==> config.mk <==
export PLATFORM = sky130hd
export DESIGN_NAME = mem_retire_stage
export DESIGN_NICKNAME = d
export VERILOG_FILES = /design/src/rtl/my_pkg.sv /design/src/rtl/mem_retire_stage_load_aligner.sv /design/src/rtl/mem_retire_stage.sv
export SDC_FILE = /design/constraint.sdc
export NUM_CORES = 1
export LEC_CHECK = 0
export BUFFER_PORTS_ARGS = -buffer_cell sky130_fd_sc_hd__buf_4
export CORE_UTILIZATION = 48
export CTS_CLUSTER_DIAMETER = 100
export DETAILED_ROUTE_END_ITERATION = 6
export PLACE_DENSITY = 0.76
export REMOVE_ABC_BUFFERS = 1
export SYNTH_ARGS = -nofsm -noshare
export SYNTH_HDL_FRONTEND = slang
export SYNTH_HIERARCHICAL = 1
export SYNTH_SLANG_ARGS = --single-unit
==> constraint.sdc <==
create_clock -name clk -period 2.1 [get_ports clk]
set_input_delay 0.105 -clock clk [delete_from_list [all_inputs] [get_ports clk]]
set_output_delay 0.105 -clock clk [all_outputs]
set_load 0.03 [all_outputs]
==> src/rtl/my_pkg.sv <==
// Shared types and helpers for the memory/retire stage: op encoding,
// retire FSM states, access-size codes and store lane helpers.
package my_pkg;

  typedef enum logic [2:0] {
    OP0, OP1, OP2, OP3, OP4, OP5, OP6, OP7
  } instruction_type;

  typedef enum logic [1:0] {
    IDLE,
    ACCESS,
    RETIRE
  } retire_state_t;

  localparam logic [1:0] SIZE_BYTE = 2'b01;
  localparam logic [1:0] SIZE_HALF = 2'b10;
  localparam logic [1:0] SIZE_WORD = 2'b11;

  // Loads carry their width in the op: byte ops, half ops, everything else word.
  function automatic logic [1:0] load_size(input instruction_type op);
    case (op)
      OP0, OP1: load_size = SIZE_BYTE;
      OP2, OP3: load_size = SIZE_HALF;
      default:  load_size = SIZE_WORD;
    endcase
  endfunction

  // Byte strobes for a store of the given size at byte lane 'lane'.
  function automatic logic [3:0] store_strobes(input logic [1:0] size, input logic [1:0] lane);
    case (size)
      SIZE_BYTE: store_strobes = 4'b0001 << lane;
      SIZE_HALF: store_strobes = 4'b0011 << {lane[1], 1'b0};
      default:   store_strobes = 4'b1111;
    endcase
  endfunction

  // Replicate LSB-justified store data across every lane it could land in.
  function automatic logic [31:0] store_lanes(input logic [1:0] size, input logic [31:0] data);
    case (size)
      SIZE_BYTE: store_lanes = {4{data[7:0]}};
      SIZE_HALF: store_lanes = {2{data[15:0]}};
      default:   store_lanes = data;
    endcase
  endfunction

endpackage

==> src/rtl/mem_retire_stage_load_aligner.sv <==
// load_aligner: picks the addressed byte/half out of a bus word and
// sign- or zero-extends it according to the load op.
module load_aligner
  import my_pkg::*;
(
  input  logic [31:0]     rdata,
  input  logic [1:0]      lane,
  input  instruction_type op,
  output logic [31:0]     result
);

  logic [7:0]  lane_byte;
  logic [15:0] lane_half;

  // Select the byte and half-word that the low address bits point at.
  always_comb begin
    lane_byte = rdata[7:0];
    case (lane)
      2'd0: lane_byte = rdata[7:0];
      2'd1: lane_byte = rdata[15:8];
      2'd2: lane_byte = rdata[23:16];
      2'd3: lane_byte = rdata[31:24];
      default: lane_byte = rdata[7:0];
    endcase
    lane_half = lane[1] ? rdata[31:16] : rdata[15:0];
  end

  // Extend the selected field to 32 bits; unknown ops return the raw word.
  always_comb begin
    result = rdata;
    case (op)
      OP0:     result = {{24{lane_byte[7]}}, lane_byte};
      OP1:     result = {24'h000000, lane_byte};
      OP2:     result = {{16{lane_half[15]}}, lane_half};
      OP3:     result = {16'h0000, lane_half};
      default: result = rdata;
    endcase
  end

endmodule

==> src/rtl/mem_retire_stage.sv <==
// mem_retire_stage: registers one executed instruction per handshake,
// performs its data-memory access over a req/ack bus, aligns load data
// and drives the register bank write port.
// Optional feature macro: MISALIGNED_TRAP_EN (trap misaligned half/word
// accesses with bus_error instead of issuing them).
module mem_retire_stage
  import my_pkg::*;
#(
  parameter int unsigned TIMEOUT_CYCLES = 255,
  parameter int unsigned ADDR_WIDTH     = 32
) (
  input  logic                  clk,
  input  logic                  reset_n,
  input  logic                  in_valid,
  output logic                  in_ready,
  input  instruction_type       in_i,
  input  logic                  in_is_mem,
  input  logic [31:0]           in_result,
  input  logic                  in_we_rb,
  input  logic [4:0]            in_rd,
  input  logic                  in_read,
  input  logic                  in_write,
  input  logic [31:0]           in_addr,
  input  logic [31:0]           in_wdata,
  input  logic [1:0]            in_size,
  output logic                  mem_req,
  output logic [ADDR_WIDTH-1:0] mem_addr,
  output logic [3:0]            mem_we,
  output logic [31:0]           mem_wdata,
  input  logic                  mem_ack,
  input  logic [31:0]           mem_rdata,
  output logic                  rb_we,
  output logic [4:0]            rb_addr,
  output logic [31:0]           rb_data,
  output logic                  bus_error
);

  // Counter only has to reach TIMEOUT_CYCLES-1; a zero setting disables it.
  localparam int unsigned     CNT_W      = (TIMEOUT_CYCLES < 2) ? 1 : $clog2(TIMEOUT_CYCLES);
  localparam logic [CNT_W-1:0] CNT_LAST  = CNT_W'(TIMEOUT_CYCLES - 1);
  localparam bit              TIMEOUT_EN = (TIMEOUT_CYCLES != 0);

  retire_state_t         state;
  retire_state_t         next_state;
  logic [CNT_W-1:0]      wait_cnt;

  logic                  cap_load;
  instruction_type       cap_op;
  logic [1:0]            cap_lane;
  logic [4:0]            cap_rd;
  logic                  cap_we_rb;

  logic [ADDR_WIDTH-1:0] addr_q;
  logic [3:0]            we_q;
  logic [31:0]           wdata_q;
  logic                  ret_we;
  logic [31:0]           ret_data;
  logic                  bus_error_q;

  logic                  take;
  logic                  start_mem;
  logic                  misaligned;
  logic                  ack_hit;
  logic                  timeout_hit;
  logic [31:0]           aligned_data;

  load_aligner u_aligner (
    .rdata  (mem_rdata),
    .lane   (cap_lane),
    .op     (cap_op),
    .result (aligned_data)
  );

  // Handshake, access-start, ack and timeout qualifiers for this cycle.
  always_comb begin
    take        = in_valid && (state != ACCESS);
    start_mem   = take && in_is_mem && (in_read || in_write);
    ack_hit     = (state == ACCESS) && mem_ack;
    timeout_hit = TIMEOUT_EN && (state == ACCESS) && !mem_ack && (wait_cnt == CNT_LAST);
`ifdef MISALIGNED_TRAP_EN
    begin
      logic [1:0] access_size;
      access_size = in_read ? load_size(in_i) : in_size;
      misaligned  = ((access_size == SIZE_HALF) && in_addr[0]) ||
                    ((access_size == SIZE_WORD) && (in_addr[1:0] != 2'b00));
    end
`else
    misaligned  = 1'b0;
`endif
  end

  // State register; reset abandons any access in flight.
  always_ff @(posedge clk or negedge reset_n) begin
    if (!reset_n) state <= IDLE;
    else          state <= next_state;
  end

  // Next state and handshake outputs; RETIRE accepts like IDLE for back-to-back flow.
  always_comb begin
    next_state = state;
    in_ready   = 1'b0;
    mem_req    = 1'b0;
    rb_we      = 1'b0;
    case (state)
      IDLE, RETIRE: begin
        in_ready = 1'b1;
        rb_we    = (state == RETIRE) && ret_we;
        if (take) begin
          if (start_mem) next_state = misaligned ? RETIRE : ACCESS;
          else           next_state = RETIRE;
        end else begin
          next_state = IDLE;
        end
      end
      ACCESS: begin
        mem_req = 1'b1;
        if (mem_ack)          next_state = RETIRE;
        else if (timeout_hit) next_state = IDLE;
      end
      default: next_state = IDLE;
    endcase
  end

  // Count un-acked wait cycles of the current access.
  always_ff @(posedge clk or negedge reset_n) begin
    if (!reset_n)                         wait_cnt <= '0;
    else if (start_mem)                   wait_cnt <= '0;
    else if ((state == ACCESS) && !mem_ack) wait_cnt <= wait_cnt + 1'b1;
  end

  // Capture the instruction on transfer and the retirement result on ack.
  always_ff @(posedge clk or negedge reset_n) begin
    if (!reset_n) begin
      cap_load  <= 1'b0;
      cap_op    <= OP0;
      cap_lane  <= 2'b00;
      cap_rd    <= 5'd0;
      cap_we_rb <= 1'b0;
      addr_q    <= '0;
      we_q      <= 4'b0000;
      wdata_q   <= 32'h0;
      ret_we    <= 1'b0;
      ret_data  <= 32'h0;
    end else if (take) begin
      cap_load  <= in_read;
      cap_op    <= in_i;
      cap_lane  <= in_addr[1:0];
      cap_rd    <= in_rd;
      cap_we_rb <= in_we_rb;
      ret_we    <= !start_mem && in_we_rb && (in_rd != 5'd0);
      ret_data  <= start_mem ? 32'h0 : in_result;
      if (start_mem) begin
        addr_q  <= ADDR_WIDTH'({in_addr[31:2], 2'b00});
        we_q    <= in_read ? 4'b0000 : store_strobes(in_size, in_addr[1:0]);
        wdata_q <= in_read ? 32'h0 : store_lanes(in_size, in_wdata);
      end
    end else if (ack_hit) begin
      ret_we   <= cap_load && cap_we_rb && (cap_rd != 5'd0);
      ret_data <= cap_load ? aligned_data : 32'h0;
    end
  end

  // One-cycle error pulse after a timeout or a trapped misaligned access.
  always_ff @(posedge clk or negedge reset_n) begin
    if (!reset_n) bus_error_q <= 1'b0;
    else          bus_error_q <= timeout_hit || (start_mem && misaligned);
  end

  assign mem_addr  = addr_q;
  assign mem_we    = we_q;
  assign mem_wdata = wdata_q;
  assign rb_addr   = cap_rd;
  assign rb_data   = ret_data;
  assign bus_error = bus_error_q;

endmodule
# ---- Yosys cells after proc, flatten, opt, wreduce, memory -nomap -nowiden
# Index checks and enable logic that the tools add are counted.
dict set report totals {
  elab_cells 75
  ff_bits 122
  in_bits 146
  out_inout_bits 109
}
dict set report op_classes {
  shift 2
  muxes 23
  n_eq_ne 13
  n_addsub 1
  n_reduce_logical 23
}
# cell count
set op_table {}
lappend op_table {{$mux W32} 5}
lappend op_table {{$pmux W32 S4} 1}
lappend op_table {{$pmux W32 S2} 1}
lappend op_table {{$pmux W8 S4} 1}
lappend op_table {{$mux W16} 1}
lappend op_table {{$mux W8} 2}
lappend op_table {{$logic_and A1 B1 Y1} 11}
lappend op_table {{$reduce_bool A5 Y1} 2}
lappend op_table {{$add A8 B1 Y8 const B} 1}
lappend op_table {{$eq A2 B2 Y1 const B} 4}
lappend op_table {{$eq A8 B8 Y1 const B} 1}
lappend op_table {{$mux W2} 4}
lappend op_table {{$pmux W4 S2} 1}
lappend op_table {{$eq A2 B1 Y1 const B} 3}
lappend op_table {{$eq A3 B2 Y1 const B} 2}
lappend op_table {{$mux W1} 5}
lappend op_table {{$logic_not A2 Y1} 2}
lappend op_table {{$mux W4} 1}
lappend op_table {{$pmux W2 S2} 1}
lappend op_table {{$reduce_bool A2 Y1} 2}
lappend op_table {{$shl A1 B2 Y4 const A} 1}
lappend op_table {{$shl A2 B2 Y4 const A} 1}
lappend op_table {{$eq A3 B1 Y1 const B} 1}
lappend op_table {{$logic_not A3 Y1} 1}
lappend op_table {{6 further kinds} 7}

# ---- Depth between registers and ports, before layout
# Gate-level depths: netlist of run 1.
dict set report logic_depth {
  ltp_word 8
  ltp_mapped 8
  ltp_nobuf 6
}

# ---- Cells and area by module
# Netlist of run 1, hierarchy kept.
# module instances seq_area_each_um2 area_each_um2 cells_each
set modules_own_cells {}
lappend modules_own_cells {mem_retire_stage 1 3052.9 5287.6 466}
lappend modules_own_cells {load_aligner 1 0.0 739.5 123}

# ---- Least setup slack after synthesis of run 1
# OpenSTA, ideal clock, no wires.
dict set report synth_timing {
  kind {reg-to-reg}
  start {register cap_lane[1]}
  end {register ret_data[16], in the netlist rb_data[16]}
  stages_incl_launch_ff 7
  required_ns 1.967
  arrival_time_ns 1.460
  path_slack_ns 0.507
  synth_period_minus_slack_ns 1.593
  path_cell_list {dfrtp_1 > mux4_2 > nand2_2 > buf_4 > nand2_1 > a22oi_1 > o21ai_0}
}
dict set report synth_via {
  elab_chain_len 6
  elab_cells_between_ends 10
  classes_between {eq/ne: 3; mux: 6; reduce/logical: 1}
}
# item line_no
set synth_lines {}
lappend synth_lines {{from (decl)} mem_retire_stage.sv:49} ;# logic [1:0] cap_lane;
lappend synth_lines {{from (signal assigned)} mem_retire_stage.sv:147} ;# cap_lane <= in_addr[1:0];
lappend synth_lines {{$eq A2 B2 Y1 (tied with other cells)} mem_retire_stage_load_aligner.sv:18} ;# case (lane)
lappend synth_lines {{$pmux W8 S4} mem_retire_stage_load_aligner.sv:18}
lappend synth_lines {{$pmux W32 S4 (*)} mem_retire_stage_load_aligner.sv:31} ;# case (op)
lappend synth_lines {{named net aligned_data[16]} mem_retire_stage.sv:65} ;# logic [31:0] aligned_data;
lappend synth_lines {{$mux W32 (*)} mem_retire_stage.sv:159} ;# ret_data <= cap_load ? aligned_data : 32'h0;
lappend synth_lines {{$mux W32 (*)} mem_retire_stage.sv:157} ;# end else if (ack_hit) begin
lappend synth_lines {{$mux W32 (*)} mem_retire_stage.sv:144} ;# end else if (take) begin
lappend synth_lines {{to (signal assigned)} mem_retire_stage.sv:151} ;# ret_data <= start_mem ? 32'h0 : in_result;
lappend synth_lines {{to (signal assigned)} mem_retire_stage.sv:159}
lappend synth_lines {{to (decl)} mem_retire_stage.sv:57} ;# logic [31:0] ret_data;
# The timed path passes the listed nets; every way through them passes the cells marked *. The select of a mux whose other input is x is not followed.
# A chain may end at the register's enable or synchronous reset.

# ---- Worst setup path after layout of run 1
dict set report layout_timing {
  start {register state[1]}
  end {register wdata_q[8], in the netlist mem_wdata[8]}
}
dict set report layout_via {
  elab_chain_len 5
}
# item line_no
set layout_lines {}
lappend layout_lines {{from (decl)} mem_retire_stage.sv:43} ;# retire_state_t state;
lappend layout_lines {{from (signal assigned)} mem_retire_stage.sv:95} ;# else state <= next_state;
lappend layout_lines {{$ne A2 B1 Y1 (*)} mem_retire_stage.sv:76} ;# take = in_valid && (state != ACCESS);
lappend layout_lines {{$logic_and A1 B1 Y1 (*)} mem_retire_stage.sv:76}
lappend layout_lines {{$logic_and A1 B1 Y1 (2 in series)} mem_retire_stage.sv:77} ;# start_mem = take && in_is_mem && (in_read || in_write);
lappend layout_lines {{$reduce_and A2 Y1 (no source line) (*)} -}
lappend layout_lines {{to (signal assigned)} mem_retire_stage.sv:155} ;# wdata_q <= in_read ? 32'h0 : store_lanes(in_size, in_wdata);
lappend layout_lines {{to (decl)} mem_retire_stage.sv:55} ;# logic [31:0] wdata_q;
# Mark *: on every way between the ends. The rest lies on a longest branch, timed or not.

==> results of run 1 <==
## routing by layer
metal / vias to the layer above / track usage (%) / part of all wire, %
met4: 0 / 18.1 / 4.5
met3: 79 / 9.16 / 8.4
met5: - / 0 / 0
li1: 2785 / - / -
met1: 2929 / 36.9 / 37
met2: 359 / 56.4 / 50
## per-stage QoR
stage | instance area [um^2] | instances
after floorplan | 5790 | 546
after global placement | 8120 | 985
after detailed placement | 8120 | 985
after CTS | 9670 | 1107
after global routing | 9670 | 1107
final | 9670 | 1107
## state kept, by name, summed over array words and instances, names as in the netlist
name,count
mem_wdata,32
rb_data,32
mem_addr,30
wait_cnt,8
rb_addr,5
mem_we,4
cap_op,3
cap_lane,2
state,2
bus_error,1
cap_load,1
cap_we_rb,1
ret_we,1
## synthesized netlist by cell type (2+ instances only)
library cell	instances	area share [%]
o21ai_1	15	1.2
nor2b_1	5	0.52
a21o_1	2	0.25
inv_1	12	0.75
mux2i_1	3	0.50
nand2b_1	19	2.0
buf_6	3	0.56
xnor2_1	4	0.58
mux4_2	3	1.1
clkbuf_1	12	0.75
a21oi_1	15	1.2
o22ai_1	3	0.31
a221oi_1	8	1.2
a22o_1	31	4.5
nor3_1	6	0.50
nand3_1	3	0.25
a211oi_1	3	0.37
nor3b_1	8	1.0
and2b_1	2	0.25
nand2_1	91	5.7
nand4_1	4	0.42
mux2_2	43	8.0
xor2_1	3	0.44
o21ai_0	42	3.5
and3_1	2	0.21
a22oi_1	36	4.5
ha_1	4	0.83
buf_4	5	0.62
nor4_1	3	0.31
nor2_1	34	2.1
a221o_1	3	0.50
dfrtp_1	122	51
buf_2	23	1.9
## kinds of logic (layout without fill, tap and decap cells)
kind of cell,count (synthesis),in the layout
AO/OA/AOI/OAI,166,166
XOR/XNOR,7,7
adder cells (fa/ha/maj),4,4
buffers and inverters,57,406
flip-flops,122,122
multiplexers,50,50
other,1,2
AND/OR/NAND/NOR,182,182
## report_power, final
part	internal, W	total, W	leakage, nW	switching (W)
clock	0.00211	0.00325	0.307	0.00114
sequential	0.00279	0.00311	1.55	0.000320
combinational	0.00137	0.00318	2.78	0.00182
total	0.00627	0.00954	4.64	0.00327
## worst max-delay path: stages (launching register included)
cell and delay (ps):
dfrtp_1 360, nand2b_1 270, inv_2 110, or4_1 490, buf_4 230, nor2_1 200
a22o_1 150
## worst paths after layout
check / startpoint / end / slack (ps) / depth (start not counted)
worst min register to register: rb_data[27]$_DFFE_PN0P_ / rb_data[27]$_DFFE_PN0P_ / 480 / 2
min in group asynchronous: reset_n / rb_data[11]$_DFFE_PN0P_ / 260 / 2
worst max register to register: state[1]$_DFFE_PN0P_ / mem_wdata[8]$_DFFE_PN0P_ / 220 / 6
worst max-delay path: state[1]$_DFFE_PN0P_ / mem_wdata[8]$_DFFE_PN0P_ / 220 / 6
max in group asynchronous: reset_n / mem_wdata[31]$_DFFE_PN0P_ / 1100 / 3
worst min-delay path: in_result[10] / rb_data[10]$_DFFE_PN0P_ / 10 / 3
## area by class of cell
cell class	instances	area, um^2
sequential	122	3050
timing repair buffer	361	3000
multi-input combinational	411	2710
fill	741	2440
clock buffer	18	429
clock inverter	14	221
tap	168	210
inverter	13	48.8
## what timing repair did
action / in CTS / in global routing
hold buffers: 90 / 0
gates resized for setup: 0 / 0
hold endpoints to repair: 135 / 0
==> results.toml, run 1 <==
[synth]
synth_simple_gate_area_share_pct = 13.9
synth_cell_types = 50
ys_seq_elements = 122
synth_fa_ha_area_share_pct = 0.830
synthesis.area_um2 = 6030
synth_area_per_cell_um2 = 10.2
synthFlopType = "dfrtp_1"
ys_seq_area_share_pct = 50.7
synth_top_family_by_area = "compound AO/OA/AOI/OAI gates"
ys.warnings.count = 6
syn_inst = 589
synthMuxAreaShare_pct = 9.90
synthXorXnorAreaFrac_pct = 1.02
synth-edff-count = 0
synth_compound_area_share_pct = 18.8
synthArstFlopShare_pct = 100

[status]
status = "finished clean"

[timing]
maxClockFrequency_ghz = 0.531
maxSlewHeadroom_pct = 55.7
fin_tns_setup_ps = 0
holdWs_ps = 10.2
hold_viol = 0
min_period_ps = 1880
layout_worst_path_cycle_share_pct = 89.7
worst_slack_ps = 217
tightest_slew_ps = 663
setup-violations-final = 0
rsz0062_at_grt = "no"
clock_skew_ps = 13.4
drv_slew = 0

[cts]
post_cts_buffers = 0
tritoncts = "done"
clock_sinks = 122
clk_latency_ps = 420
cts_root_buf = "clkbuf_16"
cts_buffers = 17
clk_pin_slew_ps = 60
cts_buffer_depth = 2
cts_max_level = 4

[die]
dieArea_um2 = 13000
num_rows = 40
initial_utilization_pct = 49.8
core_area_um2 = 12100
io-pin-count = 255
fp.dieW_um = 114
die_h_um = 114

[power_and_ir_drop]
p_total_w = 0.00954
peakVddDrop_mv = 0.982
leakage_nw = 4.64
p_per_area_nw_per_um2 = 986

[route]
ant_nets = 0
drt-total-wl_mm = 20.8
wire_per_inst_um = 18.8
vias_per_cell = 5.56
remaining_drc_errors = 0
drt_first_pass_iters = 6
drt_iter0_markers = 525
vias = 6152

[placed_design]
port_buffers = 252
dp_hpwl_mm = 13.2
dp_worst_setup_slack_ps = 256
place.gp.congestion = 0.841

[grt]
grt_pass1_vias = 6389
grtUsageTotal_pct = 32.8
gr-total-overflow = 0
grt_pass1_wl_mm = 32.3
grt_max_degree = 67
antenna_found_initial = 0

[finish]
final_common_cell = "buf_4"
area_growth_pct = 60.5
utilization_pct = 79.9
n_antenna_cell = 0
drive_gt1_share_pct = 38.3
fin_nets = 1076
final_cell_mix = "266 x buf_4, 122 x dfrtp_1, 91 x nand2_1, 90 x dlygate4sd3_1, 43 x mux2_2"

[flow_run]
maxCapViolCount = 0

[min_path]
hold_path.class = "primary input to register"

[setup_path]
worstSetupPathType = "register to register"
cp_max_fo = 19
startpoint_type = "register"
required_ps = 2460
arrival_ps = 2240
end_kind = "register"
(Power assumes the default switching activity.)
==> run 2, diff against run 1 <==
--- a/config.mk
+++ b/config.mk
@@ -6,10 +6,10 @@
 export NUM_CORES = 1
 export LEC_CHECK = 0
 export BUFFER_PORTS_ARGS = -buffer_cell sky130_fd_sc_hd__buf_4
-export CORE_UTILIZATION = 48
+export CORE_UTILIZATION = 50
 export CTS_CLUSTER_DIAMETER = 100
 export DETAILED_ROUTE_END_ITERATION = 6
-export PLACE_DENSITY = 0.76
+export PLACE_DENSITY = 0.79
 export REMOVE_ABC_BUFFERS = 1
 export SYNTH_ARGS = -nofsm -noshare
 export SYNTH_HDL_FRONTEND = slang
==> constraint.sdc (replaced) <==
create_clock -name clk -period 2.3 [get_ports clk]
set_input_delay 0.115 -clock clk [delete_from_list [all_inputs] [get_ports clk]]
set_output_delay 0.115 -clock clk [all_outputs]
set_load 0.03 [all_outputs]
==> results.toml, run 2 (synthesis gave the netlist of run 1 again) <==
[setup_path]
end_kind = "register"
arrival_ps = 2330
worstSetupPathType = "register to register"
required_ps = 2650
startpoint_type = "register"
max_stage_delay_ps = 490
cp_slowest_cell = "or4_1"
timing.rr.start = "state[1]$_DFFE_PN0P_"
critPathLaunch = "state[1]$_DFFE_PN0P_"
path_cells = "nand2b_1 -> inv_2 -> or4_1 -> buf_4 -> nor2_1 -> a22o_1"
cp_max_fo = 19

[finish]
finalInstanceArea_um2 = 9330
final_cell_mix = "262 x buf_4, 122 x dfrtp_1, 91 x nand2_1, 66 x dlygate4sd3_1, 43 x mux2_2"
seqCellArea_um2 = 3050
area_growth_pct = 54.8
multi_input_area_um2 = 2710
n_antenna_cell = 0
utilization_pct = 80.7
drive_gt1_share_pct = 39.1
n_fill_cell = 687
fin_nets = 1046
final_common_cell = "buf_4"

[route]
vias = 6129
ant_nets = 0
drt-total-wl_mm = 20.7
wire_per_inst_um = 19.6
remaining_drc_errors = 20
vias_per_cell = 5.83
drt_iter0_markers = 748
drt_first_pass_iters = 7

[die]
initial_utilization_pct = 52.1
num_rows = 39
die_h_um = 112
core_area_um2 = 11600
dieArea_um2 = 12500
io-pin-count = 255
fp.dieW_um = 112

[cts]
tritoncts = "done"
cts_max_level = 4
clk_latency_ps = 410
clk_pin_slew_ps = 60
cts_root_buf = "clkbuf_16"
cts_buffers = 17
clock_sinks = 122
cts_buffer_depth = 2
post_cts_buffers = 0

[power_and_ir_drop]
leakage_nw = 4.49
p_clk_share_pct = 34.1
peakVddDrop_mv = 0.710
pwr-share-seq_pct = 32.9
p_sw_w = 0.00298
combPwrFrac_pct = 33.0
p_total_w = 0.00866
p_int_w = 0.00567
switching_share_pct = 34.5
p_per_area_nw_per_um2 = 927

[status]
status = "finished with violations"
violations = "design-rule violations"

[timing]
tightest_slew_ps = 682
worst_slack_ps = 312
drv_slew = 0
holdWs_ps = 8.92
clock_skew_ps = 4.37
maxClockFrequency_ghz = 0.503
layout_worst_path_cycle_share_pct = 86.4
setup-violations-final = 0
min_period_ps = 1990
maxSlewHeadroom_pct = 54.4
rsz0062_at_grt = "no"
hold_viol = 0

[grt]
grt_pass1_vias = 6262
grt_max_degree = 123
grtUsageTotal_pct = 33.9
grt_pass1_wl_mm = 32.6
gr-total-overflow = 0
antenna_found_initial = 0

[placed_design]
dp_hpwl_mm = 13.0
port_buffers = 252
placed_area_um2 = 8020
place.gp.congestion = 0.857
dp_worst_setup_slack_ps = 395

[min_path]
hp-start = "in_result[25]"
hold_path.class = "primary input to register"

[flow_run]
maxCapViolCount = 0
## run 2: repair_timing
item                                    4_1_cts  5_1_grt
resized for setup                             0        0
endpoints found under the hold margin       188        0
hold buffers                                 66        0
endpoints found under the setup margin        0        0
## run 2: stage by stage
stage | TNS [ps] | cells
after global placement | 0 | 954
after CTS | 0 | 1052
after detailed placement | 0 | 954
final | 0 | 1052
after floorplan | -77640 | 546
after global routing | 0 | 1052
## run 2: layer usage
metal  GRT usage [%]  vias up  share of wire, %
met5               0        -                 0
met4            15.1        0               3.2
met3            9.74       59                10
met2            58.4      404                51
met1            39.2     2947                36
li1                -     2719                 -
## run 2: area by class of cell
cell class / instances / area share, %
Clock buffer: 17 / 4.56
Sequential cell: 122 / 32.7
Clock inverter: 15 / 2.41
Tap cell: 143 / 1.92
Timing Repair Buffer: 331 / 28.8
Inverter: 13 / 0.523
Multi-Input combinational cell: 411 / 29.1
## run 2: power by group through the flow
| stage | Combinational, W | Clock [W] | Sequential (W) |
|---|---|---|---|
| 2_1_floorplan | 0.000825 | 0 | 0.00355 |
| 3_3_place_gp | 0.00265 | 0 | 0.00283 |
| 3_5_place_dp | 0.00271 | 0 | 0.00285 |
| 4_1_cts | 0.00282 | 0.00296 | 0.00283 |
| 5_1_grt | 0.00301 | 0.00307 | 0.00290 |
| 6_report | 0.00285 | 0.00295 | 0.00285 |
## run 2: critical path: cells and delay by family (launching register included)
family | cells | cell delay (ps)
buffers and inverters | 2 | 340
AO/OA/AOI/OAI | 1 | 190
AND/OR/NAND/NOR | 3 | 1020
flip-flops | 1 | 370
## run 2: worst paths after layout
kind	endpoint	slack (ps)	depth (start not counted)
worst max-delay path	mem_wdata[15]$_DFFE_PN0P_	310	6
worst min-delay path	rb_data[25]$_DFFE_PN0P_	9	3
worst max register to register	mem_wdata[15]$_DFFE_PN0P_	310	6
worst min register to register	rb_data[22]$_DFFE_PN0P_	490	2
max in group asynchronous	rb_data[9]$_DFFE_PN0P_	1400	3
min in group asynchronous	mem_wdata[31]$_DFFE_PN0P_	370	3
==> run 3, diff against run 2 <==
==> constraint.sdc (replaced) <==
create_clock -name clk -period 2.47 [get_ports clk]
set_input_delay 0.1235 -clock clk [delete_from_list [all_inputs] [get_ports clk]]
set_output_delay 0.1235 -clock clk [all_outputs]
set_load 0.03 [all_outputs]
==> results.toml, run 3 (synthesis gave the netlist of run 1 again) <==
[die]
core_area_um2 = 11600
initial_utilization_pct = 52.1
die_h_um = 112
dieArea_um2 = 12500
fp.dieW_um = 112
num_rows = 39
io-pin-count = 255

[power_and_ir_drop]
leakage_nw = 4.53
peakVddDrop_mv = 0.766
p_per_area_nw_per_um2 = 896

[grt]
grtUsageTotal_pct = 34.5
grt_pass1_vias = 6339
gr-total-overflow = 0
grt_max_degree = 69
antenna_found_initial = 0
grt_pass1_wl_mm = 33.2

[setup_path]
arrival_ps = 2280
required_ps = 2810
worstSetupPathType = "register to register"
r2r_cells = 7
cp_max_fo = 13
end_kind = "register"
startpoint_type = "register"

[min_path]
min_path_cells = 3
hold_path.class = "primary input to register"

[placed_design]
dp_hpwl_mm = 13.0
place.gp.congestion = 0.844
port_buffers = 252
placed_area_um2 = 8030
dp_worst_setup_slack_ps = 581

[status]
violations = "design-rule violations, negative hold slack"
status = "finished with violations"

[finish]
area_growth_pct = 55.4
fin_nets = 1041
final_common_cell = "buf_4"
drive_gt1_share_pct = 39.2
n_antenna_cell = 0
n_fill_cell = 695
final_cell_mix = "261 x buf_4, 122 x dfrtp_1, 91 x nand2_1, 61 x dlygate4sd3_1, 43 x mux2_2"
multi_input_area_um2 = 2710
finalInstanceArea_um2 = 9370
seqCellArea_um2 = 3050

[timing]
holdWs_ps = -1.23
fin_tns_setup_ps = 0
maxSlewHeadroom_pct = 43.9
min_period_ps = 1940
maxClockFrequency_ghz = 0.516
worst_slack_ps = 532
setup-violations-final = 0
clock_skew_ps = 15.3
tightest_slew_ps = 842
layout_worst_path_cycle_share_pct = 78.5
drv_slew = 0
rsz0062_at_grt = "no"
hold_viol = 1

[route]
drt_first_pass_iters = 7
ant_nets = 0
drt-total-wl_mm = 20.9
remaining_drc_errors = 20
vias_per_cell = 5.71
wire_per_inst_um = 20.0
drt_iter0_markers = 530
vias = 5977

[cts]
cts_buffers = 17
cts_max_level = 4
clk_latency_ps = 430
clk_pin_slew_ps = 60
tritoncts = "done"
cts_root_buf = "clkbuf_16"
post_cts_buffers = 0
clock_sinks = 122
cts_buffer_depth = 2

[flow_run]
maxCapViolCount = 0
run 3: cell types whose count changed in the layout (fill, tap and decap cells not counted), sizes merged:
cell / change
clkinvlp: -6
dlygate4sd3: -5
bufinv: +3
clkbuf: +3
run 3: cell type report:
type	instances	area share, %
Multi-Input combinational cell	411	29.0
Inverter	13	0.521
Timing Repair Buffer	326	28.3
Tap cell	143	1.91
Clock buffer	20	4.88
Sequential cell	122	32.6
Clock inverter	12	2.84
run 3: critical path, cell delays in order, from the launching register on:
cell and delay (ps):
dfrtp_1 560, buf_4 270, nand2b_1 90, a2bb2oi_2 140
nor3_1 380, a221o_1 190, a22oi_1 70, o21ai_0 160
run 3: timing repair:
item | CTS | global route
hold endpoints to repair | 121 | 0
hold buffers | 61 | 0
resized for setup | 0 | 0
run 3: path summary, 6_finish.rpt:
check,from,to,slack (ps)
max,cap_lane[1]$_DFFE_PN0N_,rb_data[15]$_DFFE_PN0P_,530
min,in_wdata[16],mem_wdata[16]$_DFFE_PN0P_,-1
max reg2reg,cap_lane[1]$_DFFE_PN0N_,rb_data[15]$_DFFE_PN0P_,530
min reg2reg,rb_data[18]$_DFFE_PN0P_,rb_data[18]$_DFFE_PN0P_,480
max in group asynchronous,reset_n,rb_data[21]$_DFFE_PN0P_,1310
min in group asynchronous,reset_n,mem_wdata[9]$_DFFE_PN0P_,360
run 3: routing by layer:
| layer | part of all wire, % | global-route usage [%] |
|---|---|---|
| met3 | 8.7 | 10.1 |
| met4 | 2.6 | 15.0 |
| met1 | 38 | 39.2 |
| met5 | 0 | 0 |
| met2 | 51 | 60.2 |
run 3: metrics by stage:
stage / hold slack [ps] / utilization (%) / cells / power, W
global route: 10.4 / 81.0 / 1047 / 0.00868
CTS: 0.201 / 81.0 / 1047 / 0.00833
floorplan: -172 / - / 546 / 0.00407
global placement: 249 / 69.5 / 954 / 0.00511
detailed placement: 277 / 69.5 / 954 / 0.00518
finish: -1.23 / 81.0 / 1047 / 0.00840
run 3: where the power goes:
part           internal, W  switching, W
combinational      0.00112       0.00153
clock              0.00215      0.000941
sequential         0.00237      0.000292
total              0.00564       0.00276
